==> config.mk <==
export PLATFORM = sky130hd
export DESIGN_NAME = vga_marker_overlay_flat
export DESIGN_NICKNAME = d
export VERILOG_FILES = /design/src/rtl/vga_marker_overlay_if.sv /design/src/rtl/vga_marker_overlay.sv /design/src/flat_wrapper.sv
export SDC_FILE = /design/constraint.sdc
export NUM_CORES = 1
export LEC_CHECK = 0
export ABC_CLOCK_PERIOD_IN_PS = 9300
export BUFFER_PORTS_ARGS = -buffer_cell sky130_fd_sc_hd__buf_2
export CELL_PAD_IN_SITES_DETAIL_PLACEMENT = 0
export CELL_PAD_IN_SITES_GLOBAL_PLACEMENT = 1
export CORE_UTILIZATION = 46
export DETAILED_ROUTE_END_ITERATION = 10
export PLACE_DENSITY = 0.77
export SLEW_MARGIN = 20
export SYNTH_ARGS = -nofsm -noshare
export SYNTH_HDL_FRONTEND = slang
export SYNTH_SLANG_ARGS = --single-unit
==> constraint.sdc <==
create_clock -name clock -period 9.3 [get_ports clock]
set_clock_uncertainty 0.1 [all_clocks]
set_input_delay 0.93 -clock clock [delete_from_list [all_inputs] [get_ports clock]]
set_output_delay 0.93 -clock clock [all_outputs]
set_load 0.01 [all_outputs]
==> src/rtl/vga_marker_overlay_if.sv <==
// Fetch bus between the VGA scan-out stage (master) and the memory arbiter (slave).
// Requests are one-cycle pulses; the word comes back with fetch_valid at most MEM_LAT cycles later.
interface vga_marker_overlay_if;
  logic        fetch_req;
  logic [9:0]  fetch_hcount;
  logic [9:0]  fetch_vcount;
  logic [35:0] fetch_word;
  logic        fetch_valid;

  modport master (
    output fetch_req, fetch_hcount, fetch_vcount,
    input  fetch_word, fetch_valid
  );

  modport slave (
    input  fetch_req, fetch_hcount, fetch_vcount,
    output fetch_word, fetch_valid
  );
endinterface

==> src/rtl/vga_marker_overlay.sv <==
// VGA scan-out: timing, word fetch, YCrCb unpack, marker overlay. Counter->pins MEM_LAT+3 cycles;
// no backpressure (a late word is shown black, flags underflow). Define VGA_CENTER_CROSS_EN for centre lines.
module vga_marker_overlay #(
  parameter int          H_ACTIVE = 640,
  parameter int          H_FP     = 16,
  parameter int          H_SYNC   = 96,
  parameter int          H_BP     = 48,
  parameter int          V_ACTIVE = 480,
  parameter int          V_FP     = 11,
  parameter int          V_SYNC   = 2,
  parameter int          V_BP     = 31,
  parameter int          MEM_LAT  = 2,
  parameter int          N_MARK   = 4,
  parameter int          ARM      = 8,
  parameter logic [23:0] MARK_RGB = 24'hFFFFFF
) (
  input  logic                     clock,
  input  logic                     reset,
  vga_marker_overlay_if.master     fetch,
  input  logic [1:0]               mark_mode,
  input  logic [N_MARK-1:0]        mark_en,
  input  logic [10*N_MARK-1:0]     mark_x,
  input  logic [9*N_MARK-1:0]      mark_y,
  output logic                     underflow,
  output logic [7:0]               vga_out_red,
  output logic [7:0]               vga_out_green,
  output logic [7:0]               vga_out_blue,
  output logic                     vga_out_hsync,
  output logic                     vga_out_vsync,
  output logic                     vga_out_blank_b
);
  localparam int DEPTH = MEM_LAT + 2;
  localparam logic [9:0] H_LAST   = 10'(H_ACTIVE + H_FP + H_SYNC + H_BP - 1);
  localparam logic [9:0] V_LAST   = 10'(V_ACTIVE + V_FP + V_SYNC + V_BP - 1);
  localparam logic [9:0] H_ACT    = 10'(H_ACTIVE);
  localparam logic [9:0] V_ACT    = 10'(V_ACTIVE);
  localparam logic [9:0] HS_START = 10'(H_ACTIVE + H_FP);
  localparam logic [9:0] HS_END   = 10'(H_ACTIVE + H_FP + H_SYNC);
  localparam logic [9:0] VS_START = 10'(V_ACTIVE + V_FP);
  localparam logic [9:0] VS_END   = 10'(V_ACTIVE + V_FP + V_SYNC);
  localparam logic signed [10:0] ARM_S = 11'(ARM);

  typedef struct packed {
    logic [9:0] h;
    logic [9:0] v;
    logic       hs;
    logic       vs;
    logic       blank;
  } tinfo_t;

  localparam tinfo_t TINFO_IDLE = '{h: 10'd0, v: 10'd0, hs: 1'b1, vs: 1'b1, blank: 1'b1};

  function automatic logic [7:0] clamp8(input logic signed [10:0] c);
    if (c < 11'sd0)        return 8'd0;
    else if (c > 11'sd255) return 8'd255;
    else                   return c[7:0];
  endfunction

  // Y in [17:10], Cr in [9:5], Cb in [4:0]; chroma is offset-16 and scaled x8 before mixing.
  function automatic logic [23:0] ycrcb_lut(input logic [17:0] p);
    logic signed [10:0] y, crs, cbs, r, g, b;
    y   = $signed({3'b000, p[17:10]});
    crs = $signed({3'b000, p[9:5], 3'b000}) - 11'sd128;
    cbs = $signed({3'b000, p[4:0], 3'b000}) - 11'sd128;
    r   = y + crs + (crs >>> 1);
    g   = y - (cbs >>> 2) - (crs >>> 1);
    b   = y + (cbs <<< 1);
    return {clamp8(r), clamp8(g), clamp8(b)};
  endfunction

  // Differences are taken in 11-bit signed so a marker near an edge never wraps to the far side.
  function automatic logic mark_hit(input logic [1:0] mode, input logic [9:0] h, input logic [9:0] v,
                                    input logic [9:0] x, input logic [8:0] y);
    logic signed [10:0] dx, dy;
    logic               near_x, near_y;
    dx     = $signed({1'b0, h}) - $signed({1'b0, x});
    dy     = $signed({1'b0, v}) - $signed({2'b00, y});
    near_x = (dx <= ARM_S) && (dx >= -ARM_S);
    near_y = (dy <= ARM_S) && (dy >= -ARM_S);
    case (mode)
      2'd1:    return (h == x) || (v == {1'b0, y});
      2'd2:    return (near_x && (v == {1'b0, y})) || (near_y && (h == x));
      default: return 1'b0;
    endcase
  endfunction

  logic [9:0]                hcount_q, hcount_d, vcount_q, vcount_d;
  tinfo_t [DEPTH-1:0]        pipe_q, pipe_d;
  tinfo_t                    stage0, d;
  logic                      fetch_req_q, fetch_req_d;
  logic [9:0]                fetch_hcount_q, fetch_hcount_d, fetch_vcount_q, fetch_vcount_d;
  logic [MEM_LAT-1:0]        req_hist_q, req_hist_d;
  logic [35:0]               hold_q, hold_d;
  logic                      word_ok_q, word_ok_d;
  logic [17:0]               odd_q, odd_d;
  logic                      odd_black_q, odd_black_d;
  logic                      underflow_q, underflow_d;
  logic [23:0]               rgb_q, rgb_d;
  logic                      hsync_q, hsync_d, vsync_q, vsync_d, blank_b_q, blank_b_d;
  logic                      consume_even, pix_black, any_hit;
  logic [17:0]               pix;

  always_comb begin
    hcount_d = hcount_q + 10'd1;
    vcount_d = vcount_q;
    if (hcount_q == H_LAST) begin
      hcount_d = 10'd0;
      vcount_d = (vcount_q == V_LAST) ? 10'd0 : vcount_q + 10'd1;
    end

    stage0.h     = hcount_q;
    stage0.v     = vcount_q;
    stage0.hs    = !((hcount_q >= HS_START) && (hcount_q < HS_END));
    stage0.vs    = !((vcount_q >= VS_START) && (vcount_q < VS_END));
    stage0.blank = (hcount_q >= H_ACT) || (vcount_q >= V_ACT);

    fetch_req_d    = !stage0.blank && !hcount_q[0];
    fetch_hcount_d = fetch_req_d ? hcount_q : fetch_hcount_q;
    fetch_vcount_d = fetch_req_d ? vcount_q : fetch_vcount_q;
    pipe_d         = {pipe_q[DEPTH-2:0], stage0};
    d              = pipe_q[DEPTH-1];
  end

  // A returned word only counts as delivered if a request went out within the last MEM_LAT cycles.
  always_comb begin
    req_hist_d   = (req_hist_q << 1) | MEM_LAT'(fetch_req_q);
    consume_even = !d.blank && !d.h[0];
    hold_d       = fetch.fetch_valid ? fetch.fetch_word : hold_q;
    word_ok_d    = word_ok_q;
    if (consume_even)
      word_ok_d = 1'b0;
    if (fetch.fetch_valid && (|req_hist_q))
      word_ok_d = 1'b1;
    odd_d        = consume_even ? hold_q[35:18] : odd_q;
    odd_black_d  = consume_even ? !word_ok_q : odd_black_q;
    underflow_d  = underflow_q | (consume_even & !word_ok_q);
    pix          = d.h[0] ? odd_q : hold_q[17:0];
    pix_black    = d.h[0] ? odd_black_q : !word_ok_q;
  end

  always_comb begin
    any_hit = 1'b0;
    for (int i = 0; i < N_MARK; i++)
      if (mark_en[i] && mark_hit(mark_mode, d.h, d.v, mark_x[10*i +: 10], mark_y[9*i +: 9]))
        any_hit = 1'b1;

    rgb_d = 24'h000000;
    if (d.blank)
      rgb_d = 24'h000000;
    else if (any_hit)
      rgb_d = MARK_RGB;
`ifdef VGA_CENTER_CROSS_EN
    else if ((d.h == 10'(H_ACTIVE / 2)) || (d.v == 10'(V_ACTIVE / 2)))
      rgb_d = 24'hFFFFFF;
`endif
    else if (!pix_black)
      rgb_d = ycrcb_lut(pix);

    hsync_d   = d.hs;
    vsync_d   = d.vs;
    blank_b_d = !d.blank;
  end

  always_ff @(posedge clock or posedge reset) begin
    if (reset) begin
      hcount_q       <= 10'd0;
      vcount_q       <= 10'd0;
      pipe_q         <= {DEPTH{TINFO_IDLE}};
      fetch_req_q    <= 1'b0;
      fetch_hcount_q <= 10'd0;
      fetch_vcount_q <= 10'd0;
      req_hist_q     <= '0;
      hold_q         <= 36'd0;
      word_ok_q      <= 1'b0;
      odd_q          <= 18'd0;
      odd_black_q    <= 1'b1;
      underflow_q    <= 1'b0;
      rgb_q          <= 24'h000000;
      hsync_q        <= 1'b1;
      vsync_q        <= 1'b1;
      blank_b_q      <= 1'b0;
    end else begin
      hcount_q       <= hcount_d;
      vcount_q       <= vcount_d;
      pipe_q         <= pipe_d;
      fetch_req_q    <= fetch_req_d;
      fetch_hcount_q <= fetch_hcount_d;
      fetch_vcount_q <= fetch_vcount_d;
      req_hist_q     <= req_hist_d;
      hold_q         <= hold_d;
      word_ok_q      <= word_ok_d;
      odd_q          <= odd_d;
      odd_black_q    <= odd_black_d;
      underflow_q    <= underflow_d;
      rgb_q          <= rgb_d;
      hsync_q        <= hsync_d;
      vsync_q        <= vsync_d;
      blank_b_q      <= blank_b_d;
    end
  end

  assign fetch.fetch_req    = fetch_req_q;
  assign fetch.fetch_hcount = fetch_hcount_q;
  assign fetch.fetch_vcount = fetch_vcount_q;
  assign underflow          = underflow_q;
  assign vga_out_red        = rgb_q[23:16];
  assign vga_out_green      = rgb_q[15:8];
  assign vga_out_blue       = rgb_q[7:0];
  assign vga_out_hsync      = hsync_q;
  assign vga_out_vsync      = vsync_q;
  assign vga_out_blank_b    = blank_b_q;
endmodule

==> src/flat_wrapper.sv <==
// flat-port wrapper written by rule: the top's interface ports become plain ports
module vga_marker_overlay_flat 
#(
  parameter int          H_ACTIVE = 640,
  parameter int          H_FP     = 16,
  parameter int          H_SYNC   = 96,
  parameter int          H_BP     = 48,
  parameter int          V_ACTIVE = 480,
  parameter int          V_FP     = 11,
  parameter int          V_SYNC   = 2,
  parameter int          V_BP     = 31,
  parameter int          MEM_LAT  = 2,
  parameter int          N_MARK   = 4,
  parameter int          ARM      = 8,
  parameter logic [23:0] MARK_RGB = 24'hFFFFFF
)
  (clock, reset, mark_mode, mark_en, mark_x, mark_y, underflow, vga_out_red, vga_out_green, vga_out_blue, vga_out_hsync, vga_out_vsync, vga_out_blank_b, fetch_fetch_req, fetch_fetch_hcount, fetch_fetch_vcount, fetch_fetch_word, fetch_fetch_valid);
  vga_marker_overlay_if fetch_i ();
  input  logic clock;
  input  logic reset;
  input  logic [1:0] mark_mode;
  input  logic [N_MARK-1:0] mark_en;
  input  logic [10*N_MARK-1:0] mark_x;
  input  logic [9*N_MARK-1:0] mark_y;
  output logic underflow;
  output logic [7:0] vga_out_red;
  output logic [7:0] vga_out_green;
  output logic [7:0] vga_out_blue;
  output logic vga_out_hsync;
  output logic vga_out_vsync;
  output logic vga_out_blank_b;
  output wire logic [$bits(fetch_i.fetch_req)-1:0] fetch_fetch_req;
  output wire logic [$bits(fetch_i.fetch_hcount)-1:0] fetch_fetch_hcount;
  output wire logic [$bits(fetch_i.fetch_vcount)-1:0] fetch_fetch_vcount;
  input wire logic [$bits(fetch_i.fetch_word)-1:0] fetch_fetch_word;
  input wire logic [$bits(fetch_i.fetch_valid)-1:0] fetch_fetch_valid;
  assign fetch_fetch_req = fetch_i.fetch_req;
  assign fetch_fetch_hcount = fetch_i.fetch_hcount;
  assign fetch_fetch_vcount = fetch_i.fetch_vcount;
  assign fetch_i.fetch_word = fetch_fetch_word;
  assign fetch_i.fetch_valid = fetch_fetch_valid;
  vga_marker_overlay #(.H_ACTIVE(H_ACTIVE), .H_FP(H_FP), .H_SYNC(H_SYNC), .H_BP(H_BP), .V_ACTIVE(V_ACTIVE), .V_FP(V_FP), .V_SYNC(V_SYNC), .V_BP(V_BP), .MEM_LAT(MEM_LAT), .N_MARK(N_MARK), .ARM(ARM), .MARK_RGB(MARK_RGB)) u_core (.clock(clock), .reset(reset), .fetch(fetch_i), .mark_mode(mark_mode), .mark_en(mark_en), .mark_x(mark_x), .mark_y(mark_y), .underflow(underflow), .vga_out_red(vga_out_red), .vga_out_green(vga_out_green), .vga_out_blue(vga_out_blue), .vga_out_hsync(vga_out_hsync), .vga_out_vsync(vga_out_vsync), .vga_out_blank_b(vga_out_blank_b));
endmodule
---- After elaboration in Yosys (flattened, before gate mapping) ----
Cells that the tools add are included.
W data, S select, Z words.
storage, ports and cells
  register bits after elaboration ......... 219
  input bits .............................. 121
  output and inout port bits .............. 49
  logic and storage cells ................. 161
operators by class
  add/subtract/negate cells ............... 17
  order comparisons ....................... 28
  equal/unequal tests ..................... 12
  mux-type cells .......................... 23
  bitwise logic cells ..................... 3
  reduce and logical (&&, ||, !) cells .... 43
operator list
  cell                     number
  $ge A11 B4 Y1 const B    8
  $le A11 B5 Y1 const B    8
  $mux W24                 3
  $mux W8                  6
  $sub A10 B10 Y11         4
  $sub A10 B9 Y11          4
  $eq A10 B10 Y1           4
  $eq A10 B9 Y1            4
  $gt A11 B9 Y1 const B    3
  $lt A11 B1 Y1 const B    3
  $logic_and A1 B1 Y1      25
  $add A10 B1 Y10 const B  2
  $eq A10 B10 Y1 const B   2
  $ge A10 B10 Y1 const B   2
  $ge A10 B9 Y1 const B    2
  $mux W10                 2
  $mux W18                 1
  $sub A8 B8 Y9 const B    2
  $add A10 B8 Y11          1
  $add A9 B10 Y11          1
  $sub A10 B8 Y11          1
  $add A9 B9 Y10           1
  $lt A10 B10 Y1 const B   1
  $lt A10 B9 Y1 const B    1
  12 further kinds         35

---- Depth between registers and ports, before layout ----
Gate-level depths: netlist of run 1.
  depth after elaboration ................. 13
  depth in mapped cells ................... 16
  depth with buffers taken out ............ 13

---- Worst setup path after synthesis of run 1 ----
OpenSTA, ideal clock, no wires.
  path kind ............................... flip-flop to flip-flop
  start point ............................. reg u_core.pipe_q (netlist bit u_core.d[13])
  end point ............................... reg u_core.rgb_q[10]
  library setup time ...................... 0.068 ns
  arrival ................................. 4.073 ns
  data required time ...................... 9.132 ns
  setup slack ............................. 5.059 ns
  cell stages (with the launch flop) ...... 16
  path buffers ............................ 3
  period minus slack after synthesis ...... 4.241 ns
  path through ............................ dfrtp_1 -> clkbuf_1 -> clkbuf_1 -> clkbuf_1 -> mux2i_1 -> fa_1 -> ha_1 -> a21oi_1 -> o21bai_1 -> a21oi_1 -> o21ai_0 -> o21ai_0 -> a21oi_1 -> a311oi_1 -> o21ai_0 -> nand2_2
between the ends
  word-level cells in the longest chain between the ends .. 13
  elaborated cells between the ends (all ways) .. 61
  those cells by class .................... add/sub: 8; order compare: 10; eq/ne: 4; mux: 15; reduce/logical: 24
ends and longest elaborated chain
  what                                                      RTL line                   source
  start: declaration                                        vga_marker_overlay.sv:88   tinfo_t [DEPTH-1:0] pipe_q, pipe_d;
  start signal: assignment                                  vga_marker_overlay.sv:168  pipe_q <= {DEPTH{TINFO_IDLE}};
  start signal: assignment                                  vga_marker_overlay.sv:185  pipe_q <= pipe_d;
  branches (longest 11 deep; another with $sub A10 B8 Y11)  n/a
  $mux W24 *                                                vga_marker_overlay.sv:150  else if (any_hit)
  $mux W24 *                                                vga_marker_overlay.sv:148  if (d.blank)
  via u_core.rgb_d[10]                                      vga_marker_overlay.sv:98   logic [23:0] rgb_q, rgb_d;
  end signal: assignment                                    vga_marker_overlay.sv:195  rgb_q <= rgb_d;
  end: declaration                                          vga_marker_overlay.sv:98
Mark *: on every way through the listed nets, which the timed path passes.
A chain may end at the register's enable or synchronous reset.

---- Worst setup path after layout of run 1 ----
  start point ............................. reg u_core.pipe_q (netlist bit u_core.d[13])
  end point ............................... reg u_core.rgb_q[18]
between the ends
  word-level cells in the longest chain between the ends .. 13
  elaborated cells between the ends (all ways) .. 60
  those cells by class .................... add/sub: 7; order compare: 10; eq/ne: 4; mux: 15; reduce/logical: 24
ends and longest elaborated chain
  what                                                      RTL line
  branches (longest 11 deep; another with $add A10 B8 Y11)  n/a
  $mux W24 *                                                vga_marker_overlay.sv:150
  $mux W24 *                                                vga_marker_overlay.sv:148
  via u_core.rgb_d[18]                                      vga_marker_overlay.sv:98
Marks and branches as above.

==> results.md, run 1 <==
- Status: finished, final reports clean
- Pre-CTS setup slack: 4520 ps
- Clock Tree Buf Depth: 3
- FP Rows: 60
- Post-synthesis average cell area: 10.5 sq um
- Vias in the first global route: 9156
- CTS tree: yes
- Arr. time, crit path: 5070 ps
- Hold WC Path Type: register to register
- Reg2reg setup slack: 4500 ps
- Setup_tns: 0 ps
- Number of flops mapped to enable cells by yosys: 0
- First-pass GRT wire length: 46.9 mm
- Critical path class: register to register
- Leak pwr: 7.12 nW
- First-pass DRT Iterations: 5
- Nets: 1616
- Ys Warns: 0
- Area grow syn2layout: 14.9%
- Slew @ Worst Pin: 1020 ps
- Chip Width: 168 um
- Final setup viols: 0
- GRT Residual Overflow: 0
- R2r worst-path depth: 14
- Fin crit period: 4800 ps
- Netlist cell types: 83
- Initial antenna violation count: 0
- Post-route DRC: 0
- IO Pins: 170
- Cts bufs inserted: 22
- Flops & latches, synth: 219
- Die height: 168 um
- CP Launch Type: register
- WL final: 28.9 mm
- Cts repair resizes: 0
- Post-Syn Area: 12600 sq um
- # port buffers: 169
- Fraction of synthesis flops using an asynchronous set or reset pin: 1.00
- GRT Total Usage: 0.209
- Via-to-Cell Ratio: 5.36
- Worst-path fanout max: 24
- H-tree depth: 1
- Final Max Slew Viols: 0
- Max-slew headroom: 0.322
- Post-CTS Repair Setup Buffers: 0
- Share of cells above drive strength 1: 0.242
- Fin. Hold Viols: 0
- RSZ-0062 raised after global routing: no
- Root Buffer: clkbuf_16
- Syn nets: 1443
- Reg-to-Reg End: u_core.rgb_q[18]$_DFF_PP0_
- Die ar.: 28100 sq um
- Clock Pin Slew Worst Setup and Hold Paths: 60 ps
- Ys flop type: dfrtp_1
- Worst reg2reg startpoint: u_core.d[13]$_DFF_PP0_
- Setup crit end: u_core.rgb_q[18]$_DFF_PP0_
- Wire per inst: 16.7 um
- Post-DP HPWL: 22.2 mm
- Iteration-0 DRC Markers: 537
- Register area share after synthesis: 0.436
- Pwr dens: 162 nW/um^2
- PnR worst setup slack: 4500 ps
- Worst Setup SP: u_core.d[13]$_DFF_PP0_
- Routed vias: 9291
- CP endpoint kind: register
- Clock Sinks: 219
- Clock latency on the worst-skew pair: 500 ps
- Hold-fix buffers at CTS: 0
- GPL Wtd Cong: 0.930
- Antenna-violating nets left: 0
- Largest net degree at the start of global routing: 134
- CORE AREA: 27000 sq um
- MaxCap Viol Count: 0
- Gate Count Post-Synth: 1204
- Crit share post-route: 0.516
- Initial Utilization: 0.468
- Worst EP required: 9570 ps
- Fmax: 208 MHz
- Max IR drop VDD: 0.000113 V
## worst max-delay path: stages (launching register included)
cell	delay [ps]
dfrtp_1	1010
inv_1	360
ha_1	320
fa_1	400
nand2b_1	160
a21oi_1	250
a211oi_1	170
nor3b_1	160
o21ai_0	170
nor4b_1	80
a22o_2	210
or4_4	420
o41ai_4	380
buf_4	360
nand2_1	110
## cells by family after synthesis
| logic type | count (synthesis) | share of synthesized area |
|---|---|---|
| simple gates | 319 | 0.134 |
| compound gates | 243 | 0.127 |
| flops | 219 | 0.436 |
| buf+inv | 139 | 0.0438 |
| fa+ha+maj | 118 | 0.127 |
| mux | 97 | 0.0849 |
| xor+xnor | 69 | 0.0479 |
## cells in the final DEF (no fill, tap or decap), types with 16 or more instances in the layout
| cell | n |
|---|---|
| nand4_1 | 19 |
| nand2b_1 | 20 |
| mux2i_1 | 17 |
| nor3_1 | 24 |
| buf_2 | 169 |
| o21ai_0 | 73 |
| xor2_1 | 30 |
| mux2_2 | 80 |
| ha_1 | 102 |
| inv_1 | 114 |
| xnor2_1 | 39 |
| dfrtp_1 | 204 |
| a21oi_1 | 62 |
| nor2_1 | 54 |
| clkbuf_16 | 23 |
| nand3_1 | 30 |
| nand2_1 | 77 |
| fa_1 | 16 |
## final cells by class
class | count | area, sq um
clock inverters | 5 | 40.0
repair buffers | 173 | 880
fillers | 2475 | 12500
clock buffers | 32 | 629
multi-input cells | 846 | 6570
flip-flops and latches | 219 | 5500
well taps | 341 | 427
diodes | 1 | 2.50
inverters | 115 | 439
## metrics by stage
step	hold slack [ps]	util	power, mW	area [sq um]	std cells
global placement	232	0.512	1.53	13800	1694
CTS	244	0.537	2.37	14500	1731
global route	249	0.537	2.47	14500	1731
finish	246	0.537	2.34	14500	1732
floorplan	231	-	1.38	12600	1204
detailed placement	235	0.512	1.54	13800	1694
## worst min-delay path by stage
| stage | startpoint | cells past startpoint | endpoint |
|---|---|---|---|
| floorplan | u_core.pipe_d[79]$_DFF_PP0_ | 0 | u_core.d[10]$_DFF_PP0_ |
| global placement | u_core.pipe_d[76]$_DFF_PP0_ | 0 | u_core.d[7]$_DFF_PP0_ |
| detailed placement | u_core.pipe_d[80]$_DFF_PP0_ | 0 | u_core.d[11]$_DFF_PP0_ |
| CTS | u_core.pipe_d[85]$_DFF_PP0_ | 0 | u_core.d[16]$_DFF_PP0_ |
| global route | u_core.pipe_d[85]$_DFF_PP0_ | 0 | u_core.d[16]$_DFF_PP0_ |
| finish | u_core.pipe_d[85]$_DFF_PP0_ | 0 | u_core.d[16]$_DFF_PP0_ |
## sequential cells by signal (all words and copies together) (netlist names)
signal / flops
u_core.odd_black_q: 1
u_core.rgb_q: 24
u_core.fetch.fetch_hcount: 10
u_core.hcount_q: 10
u_core.vcount_q: 10
u_core.vsync_d: 1
u_core.hsync_d: 1
u_core.d: 21
u_core.vga_out_vsync: 1
u_core.vga_out_hsync: 1
u_core.underflow: 1
u_core.vga_out_blank_b: 1
u_core.pipe_d: 69
u_core.odd_q: 18
u_core.fetch.fetch_req: 1
u_core.word_ok_q: 1
u_core.hold_q: 36
u_core.fetch.fetch_vcount: 10
u_core.req_hist_q: 2
## Yosys cell counts (all sizes together) (19+ instances only)
master    n  area [sq um]
nand2    87           352
dfrtp   204          5100
nor3     25           130
nand3    30           150
nand4    19           119
mux2     80           901
inv     115           432
nor2     55           206
nand2b   20           125
xor2     30           263
a21oi    63           319
xnor2    39           342
o21ai    78           398
ha      102          1280
## metal layers
layer / vias up / global-route usage / share of wire
met2: 192 / 0.343 / 0.46
met4: 0 / 0.0626 / 0.025
met3: 45 / 0.0191 / 0.032
met5: - / 0 / 0
li1: 4607 / - / -
met1: 4447 / 0.294 / 0.48
## power breakdown
| part | switching (mW) | internal, mW |
|---|---|---|
| Clock | 0.345 | 0.472 |
| Combinational | 0.276 | 0.204 |
| Sequential | 0.0288 | 1.01 |
| Total | 0.650 | 1.69 |
No activity file was read; power rests on OpenSTA's default activity.
==> run 2: changes to the inputs <==
Settings changed: ABC_CLOCK_PERIOD_IN_PS 9300 to 4040, CORE_UTILIZATION 46 to 41, PLACE_DENSITY 0.77 to 0.72.
Clock period 9.3 ns to 4.04 ns, I/O delays scaled along.
==> results.md, run 2 (synthesis results as in run 1) <==
- WHS: -17.0 ps (-263 ps)
- Worst Setup SP: u_core.d[13]$_DFF_PP0_
- Total power: 5.79 mW (+150%)
- Cts bufs inserted: 23 (+4.5%)
- Final setup viols: 0 (unchanged)
- Post-DP HPWL: 22.8 mm (+2.7%)
- GPL Wtd Cong: 0.861 (-7.4%)
- H-tree depth: 1 (unchanged)
- Initial Utilization: 0.421 (-0.0469)
- Clock Tree Buf Depth: 3 (unchanged)
- GRT Residual Overflow: 0 (unchanged)
- IO Pins: 170 (unchanged)
- First-pass GRT wire length: 47.4 mm (+1.0%)
- Post-CTS Repair Setup Buffers: 0 (unchanged)
- Wire per inst: 16.3 um (-2.1%)
- Hold WC Path Type: input port to asynchronous set/reset pin
- Failing checks: negative hold slack
- Max-slew headroom: 0.430 (+0.108)
- Clock Pin Slew Worst Setup and Hold Paths: 60 ps (about the same)
- Most common cell after layout, fill and taps aside: dfrtp_1
- Fillers: 2766 (+12%)
- Fin. Hold Viols: 3 (+3)
- Share of cells above drive strength 1: 0.254 (+0.0120)
- Routed vias: 9298 (+0.075%)
- RSZ-0062 raised after global routing: no
- Reg-to-Reg End: u_core.rgb_q[11]$_DFF_PP0_
- Chip Width: 177 um (+5.9%)
- Hold-fix buffers at CTS: 0 (unchanged)
- CP endpoint kind: register
- Worst reg2reg startpoint: u_core.d[13]$_DFF_PP0_
- Vias in the first global route: 9132 (-0.26%)
- Slew @ Worst Pin: 855 ps (-162 ps)
- MaxCap Viol Count: 0 (unchanged)
- CP Launch Type: register
- Die ar.: 31500 sq um (+12%)
- Clock Sinks: 219 (unchanged)
- R2r worst-path depth: 13 (-1)
- FP Rows: 63 (+5.0%)
- Reg2reg setup slack: 220 ps (-4280 ps)
- # port buffers: 169 (unchanged)
- Clock latency on the worst-skew pair: 510 ps (about the same)
- Nets: 1629 (+0.80%)
- CORE AREA: 30000 sq um (+11%)
- Fmax: 262 MHz (+26%)
- Antenna-violating nets left: 0 (unchanged)
- Fin crit period: 3820 ps (-976 ps)
- Status: complete, but fails checks
- Via-to-Cell Ratio: 5.17 (-3.6%)
- Crit share post-route: 0.946 (+0.430)
- Die height: 177 um (+5.9%)
- First-pass DRT Iterations: 5 (unchanged)
- GRT Total Usage: 0.190 (-0.0195)
- Largest net degree at the start of global routing: 151 (+13%)
- WL final: 29.4 mm (+1.6%)
- Initial antenna violation count: 1 (+1)
- Setup_tns: 0 ps (unchanged)
- Area grow syn2layout: 17.8%
- Critical path class: register to register
- Max IR drop VDD: 0.000255 V (+130%)
- Max reg flops: 69 (unchanged)
- Leak pwr: 7.28 nW (+2.2%)
- Worst EP required: 4390 ps (-5180 ps)
- Arr. time, crit path: 4170 ps (-900 ps)
- Iteration-0 DRC Markers: 593 (+10%)
- Final Max Slew Viols: 0 (unchanged)
- Post-route DRC: 0 (unchanged)
- Commonest cells after routing, fill and taps aside: dfrtp_1, buf_2, inv_1
- Worst-path fanout max: 23 (-4.2%)
- Pwr dens: 390 nW/um^2 (+140%)
- CTS tree: yes
- Final Util: 0.496 (-0.0416)
- Root Buffer: clkbuf_16
- Setup crit end: u_core.rgb_q[11]$_DFF_PP0_
## run 2: metrics by stage
stage / area (sq um) / instances / hold slack [ps] / setup WS (ps)
6_report: 14900 / 1798 / -17.0 / 218
5_1_grt: 14900 / 1798 / 8.60 / 7.69
4_1_cts: 14800 / 1797 / 5.42 / 159
3_5_place_dp: 14000 / 1755 / 235 / 190
3_3_place_gp: 14000 / 1755 / 231 / 245
2_1_floorplan: 12600 / 1204 / 231 / 10.7
## run 2: power breakdown
group	switching [mW]	leakage, nW	internal, mW	total (mW)
Clock	0.833	0.410	1.45	2.28
Combinational	0.629	4.14	0.488	1.12
Sequential	0.0627	2.73	2.34	2.40
## run 2: worst min-delay path by stage
stage,start,endpoint,cells after the start
2_1_floorplan,u_core.pipe_d[79]$_DFF_PP0_,u_core.d[10]$_DFF_PP0_,0
3_3_place_gp,u_core.pipe_d[37]$_DFF_PP0_,u_core.pipe_d[60]$_DFF_PP0_,0
3_5_place_dp,u_core.pipe_d[80]$_DFF_PP0_,u_core.d[11]$_DFF_PP0_,0
4_1_cts,fetch_fetch_word[19],u_core.hold_q[19]$_DFFE_PP0P_,2
5_1_grt,fetch_fetch_word[1],u_core.hold_q[1]$_DFFE_PP0P_,2
6_report,reset,u_core.fetch.fetch_vcount[2]$_DFFE_PP0P_,3
## run 2: layout make-up
type                            count  area (sq um)  area share
Tap cell                          390           488      0.0329
Clock inverter                     10           186      0.0126
Antenna cell                        1          2.50    0.000169
Sequential cell                   219          5500       0.370
Clock buffer                       32           649      0.0437
Multi-Input combinational cell    846          6590       0.444
Inverter                          115           435      0.0293
Timing Repair Buffer              185           998      0.0672
## run 2: metal layers
metal  track usage  vias to the layer above  part of all wire
met5             0                        -                 0
met4        0.0406                        0             0.013
met3        0.0176                       27             0.041
met2         0.300                      187              0.46
met1         0.281                     4440              0.49
li1              -                     4644                 -
## run 2: worst max-delay path, stage by stage, from the launching register on
cell	delay (ps)
dfrtp_1	390
buf_12	190
mux2_2	400
fa_1	470
ha_1	350
a21oi_1	240
o21bai_1	100
a21oi_1	230
o21ai_0	200
o21ai_1	280
a21oi_1	160
a311oi_4	360
o21ai_0	200
nand2_2	100
## run 2: what timing repair did
item | 4_1_cts | 5_1_grt
endpoints found under the hold margin | 0 | 0
setup endpoints to repair | 0 | 23
resized for setup | 0 | 4
==> run 3: changes to the inputs <==
Settings changed: ABC_AREA set to 1, CORE_UTILIZATION 41 to 39, PLACE_DENSITY 0.72 to 0.73.
==> results.md, run 3 <==
- Antenna-violating nets left: 0 (unchanged)
- Synth top area share: 0.370 (-0.0347)
- GRT Residual Overflow: 0 (unchanged)
- Die ar.: 36100 sq um (+15%)
- Max reg flops: 69 (unchanged)
- RSZ-0062 raised after global routing: no
- Top post-synthesis cells by count: nand2_1, inv_1, dfrtp_1, nor2_1, nand3_1
- Worst path slowest cell: fa_1
- Most frequent CP cell: inv_1
- IO Pins: 170 (unchanged)
- Wire per inst: 13.6 um (-17%)
- Die height: 190 um (+7.2%)
- Pwr dens: 359 nW/um^2 (-7.9%)
- Post-route DRC: 0 (unchanged)
- Leak pwr: 9.16 nW (+26%)
- Pre-CTS setup slack: 324 ps (+135 ps)
- Max-slew headroom: 0.378 (-0.0522)
- Combinational share of power: 0.217 (+0.024)
- Clock Pin Slew Worst Setup and Hold Paths: 60 ps (about the same)
- Clock latency on the worst-skew pair: 500 ps (about the same)
- Met2 Usage GRT: 0.322 (+0.0223)
- Worst Setup SP: u_core.d[13]$_DFF_PP0_
- Worst reg2reg startpoint: u_core.d[13]$_DFF_PP0_
- Commonest cells after routing, fill and taps aside: nand2_1, inv_1, dfrtp_1
- Netlist cell types: 46 (-45%)
- Via-to-Cell Ratio: 4.70 (-9.1%)
- First-pass GRT wire length: 55.8 mm (+18%)
- Most common cell in the netlist: nand2_1
- Area grow syn2layout: 16.3%
- CP Cell Sequence: buf_4 > nand2_1 > o21ai_0 > inv_1 > fa_1 > inv_1 > ha_1 > inv_1 > nor3_1 > nand2_1 > o211ai_1 > a22o_1 > nand2_1 > o21ai_0 > inv_1 > nor2_2 > o21ai_0 > a21oi_2
- Ys flop type: dfrtp_1
- Met1 GRT Util: 0.268 (-0.0131)
- Initial Utilization: 0.397 (-0.0236)
- Syn nets: 2077 (+44%)
- Fin. Hold Viols: 0 (-3)
- CP endpoint kind: register
- Net Sw Frac: 0.285 (+0.0220)
- First-pass DRT Iterations: 5 (unchanged)
- Clk pwr share: 0.370 (-0.023)
- Post-synthesis average cell area: 7.51 sq um (-28%)
- Nets: 2267 (+39%)
- Post-Syn Area: 13800 sq um (+9.4%)
- Ant diodes: 0 (-1)
- CP Launch Type: register
- Most crowded layer after global routing: met2
- Worst EP required: 4360 ps (-30 ps)
- Clock Tree Buf Depth: 3 (unchanged)
- Largest net degree at the start of global routing: 145 (-4.0%)
- Internal cell power: 4.12 mW (-3.5%)
- Worst-path fanout max: 17 (-26%)
- MaxCap Viol Count: 0 (unchanged)
- Root Buffer: clkbuf_16
- Final Max Slew Viols: 0 (unchanged)
- Psw: 1.64 mW (+7.8%)
- Setup_tns: 0 ps (unchanged)
- Iteration-0 DRC Markers: 451 (-24%)
- Cts bufs inserted: 22 (-4.3%)
- Clock Sinks: 219 (unchanged)
- FP Rows: 68 (+7.9%)
- PnR worst setup slack: 418 ps (+200 ps)
- Ys Warns: 0 (unchanged)
- CORE AREA: 34700 sq um (+16%)
- Most common cell after layout, fill and taps aside: nand2_1
- Flops & latches, synth: 219 (unchanged)
- Met3 Use GR: 0.0184 (+0.000880)
- # port buffers: 169 (unchanged)
- H-tree depth: 1 (unchanged)
- Final Util: 0.462 (-0.0337)
- Slew @ Worst Pin: 933 ps (+78.3 ps)
- Vias in the first global route: 11300 (+24%)
- Max IR drop VDD: 0.000282 V (+10%)
- Status: finished, final reports clean
- Crit share post-route: 0.897 (-0.0495)
- CTS tree: yes
- Register area share after synthesis: 0.399 (-0.0374)
- WL final: 34.1 mm (+16%)
- Dominant cells by area after synthesis: dfrtp_1, nand2_1, ha_1
- Gate Count Post-Synth: 1838 (+53%)
- Final setup viols: 0 (unchanged)
- Critical path class: register to register
- Chip Width: 190 um (+7.2%)
- Arr. time, crit path: 3940 ps (-230 ps)
- GRT Total Usage: 0.192 (+0.00203)
- Routed vias: 11700 (+26%)
- Hold WC Path Type: input port to asynchronous set/reset pin
- CP peak stage delay: 560 ps (+90 ps)
- GPL Wtd Cong: 0.863 (+0.29%)
- Fmax: 276 MHz (+5.5%)
- Number of flops mapped to enable cells by yosys: 0 (unchanged)
- Fin crit period: 3620 ps (-200 ps)
- Share of cells above drive strength 1: 0.144 (-0.110)
- Post-DP HPWL: 27.1 mm (+19%)
- Fraction of synthesis flops using an asynchronous set or reset pin: 1.00 (unchanged)
- Initial antenna violation count: 0 (-1)
- Cell accounting for the most synthesized area: dfrtp_1
- Sequential Power Share: 0.413 (about the same)
==> run 3: kinds of logic after synthesis <==
| kind of cell | after synthesis | synth area share |
|---|---|---|
| AOI/OAI and AO/OA | 190 | 0.0766 |
| xor gates and xnor gates | 20 | 0.0127 |
| adders and majority gates | 118 | 0.116 |
| buffers and inverters | 365 | 0.101 |
| DFF | 219 | 0.399 |
| muxes | 26 | 0.0212 |
| and+or+nand+nor | 900 | 0.274 |
==> run 3: what timing repair did <==
item | 4_1_cts | 5_1_grt
gates resized for setup | 0 | 1
hold endpoints to repair | 2 | 0
endpoints found under the setup margin | 0 | 3
buffers inserted | 0 | 0
hold buffers | 2 | 0
==> run 3: critical path, delay by kind of cell (launching register included) <==
family | cells | cell delay [ps]
DFF | 1 | 430
AOI/OAI and AO/OA | 6 | 910
adders and majority gates | 2 | 910
and+or+nand+nor | 5 | 570
buffers and inverters | 5 | 600
==> run 3: worst paths after layout <==
check,depth (start not counted),endpoint,slack (ps)
min,3,u_core.fetch.fetch_hcount[2]$_DFFE_PP0P_,20
max in group asynchronous,3,u_core.hold_q[5]$_DFFE_PP0P_,3080
min in group clock,3,u_core.hold_q[27]$_DFFE_PP0P_,30
max reg2reg,18,u_core.rgb_q[8]$_DFF_PP0_,420
min reg2reg,0,u_core.pipe_d[67]$_DFF_PP0_,240
max,18,u_core.rgb_q[8]$_DFF_PP0_,420
==> run 3: layout make-up <==
| class | instances | area [sq um] |
|---|---|---|
| clock inverters | 9 | 138 |
| flip-flops and latches | 219 | 5500 |
| multi-input cells | 1254 | 6910 |
| clock buffers | 30 | 632 |
| inverters | 344 | 1290 |
| fillers | 3592 | 18700 |
| repair buffers | 187 | 998 |
| well taps | 455 | 569 |
==> run 3: power by group through the flow <==
stage	Sequential, mW	Combinational [mW]	Clock, mW
after floorplan	2.45	0.831	0
after CTS	2.39	1.26	2.19
after global placement	2.43	1.25	0
after detailed placement	2.43	1.25	0
after global routing	2.39	1.44	2.28
final	2.38	1.25	2.13
==> run 3: through the flow <==
stage / cell area, sq um / power [mW] / hold WS, ps / cells
after detailed placement: 15200 / 3.68 / 235 / 2457
final: 16000 / 5.76 / 16.7 / 2498
after CTS: 16000 / 5.84 / 0.779 / 2498
after global placement: 15200 / 3.68 / 231 / 2457
after floorplan: 13800 / 3.28 / 231 / 1838
after global routing: 16000 / 6.11 / 9.66 / 2498
==> run 3: layer usage <==
metal	vias up	wire [um]
li1	6178	-
met1	5366	16700
met2	181	15800
met3	22	1080
met4	0	398
met5	-	0
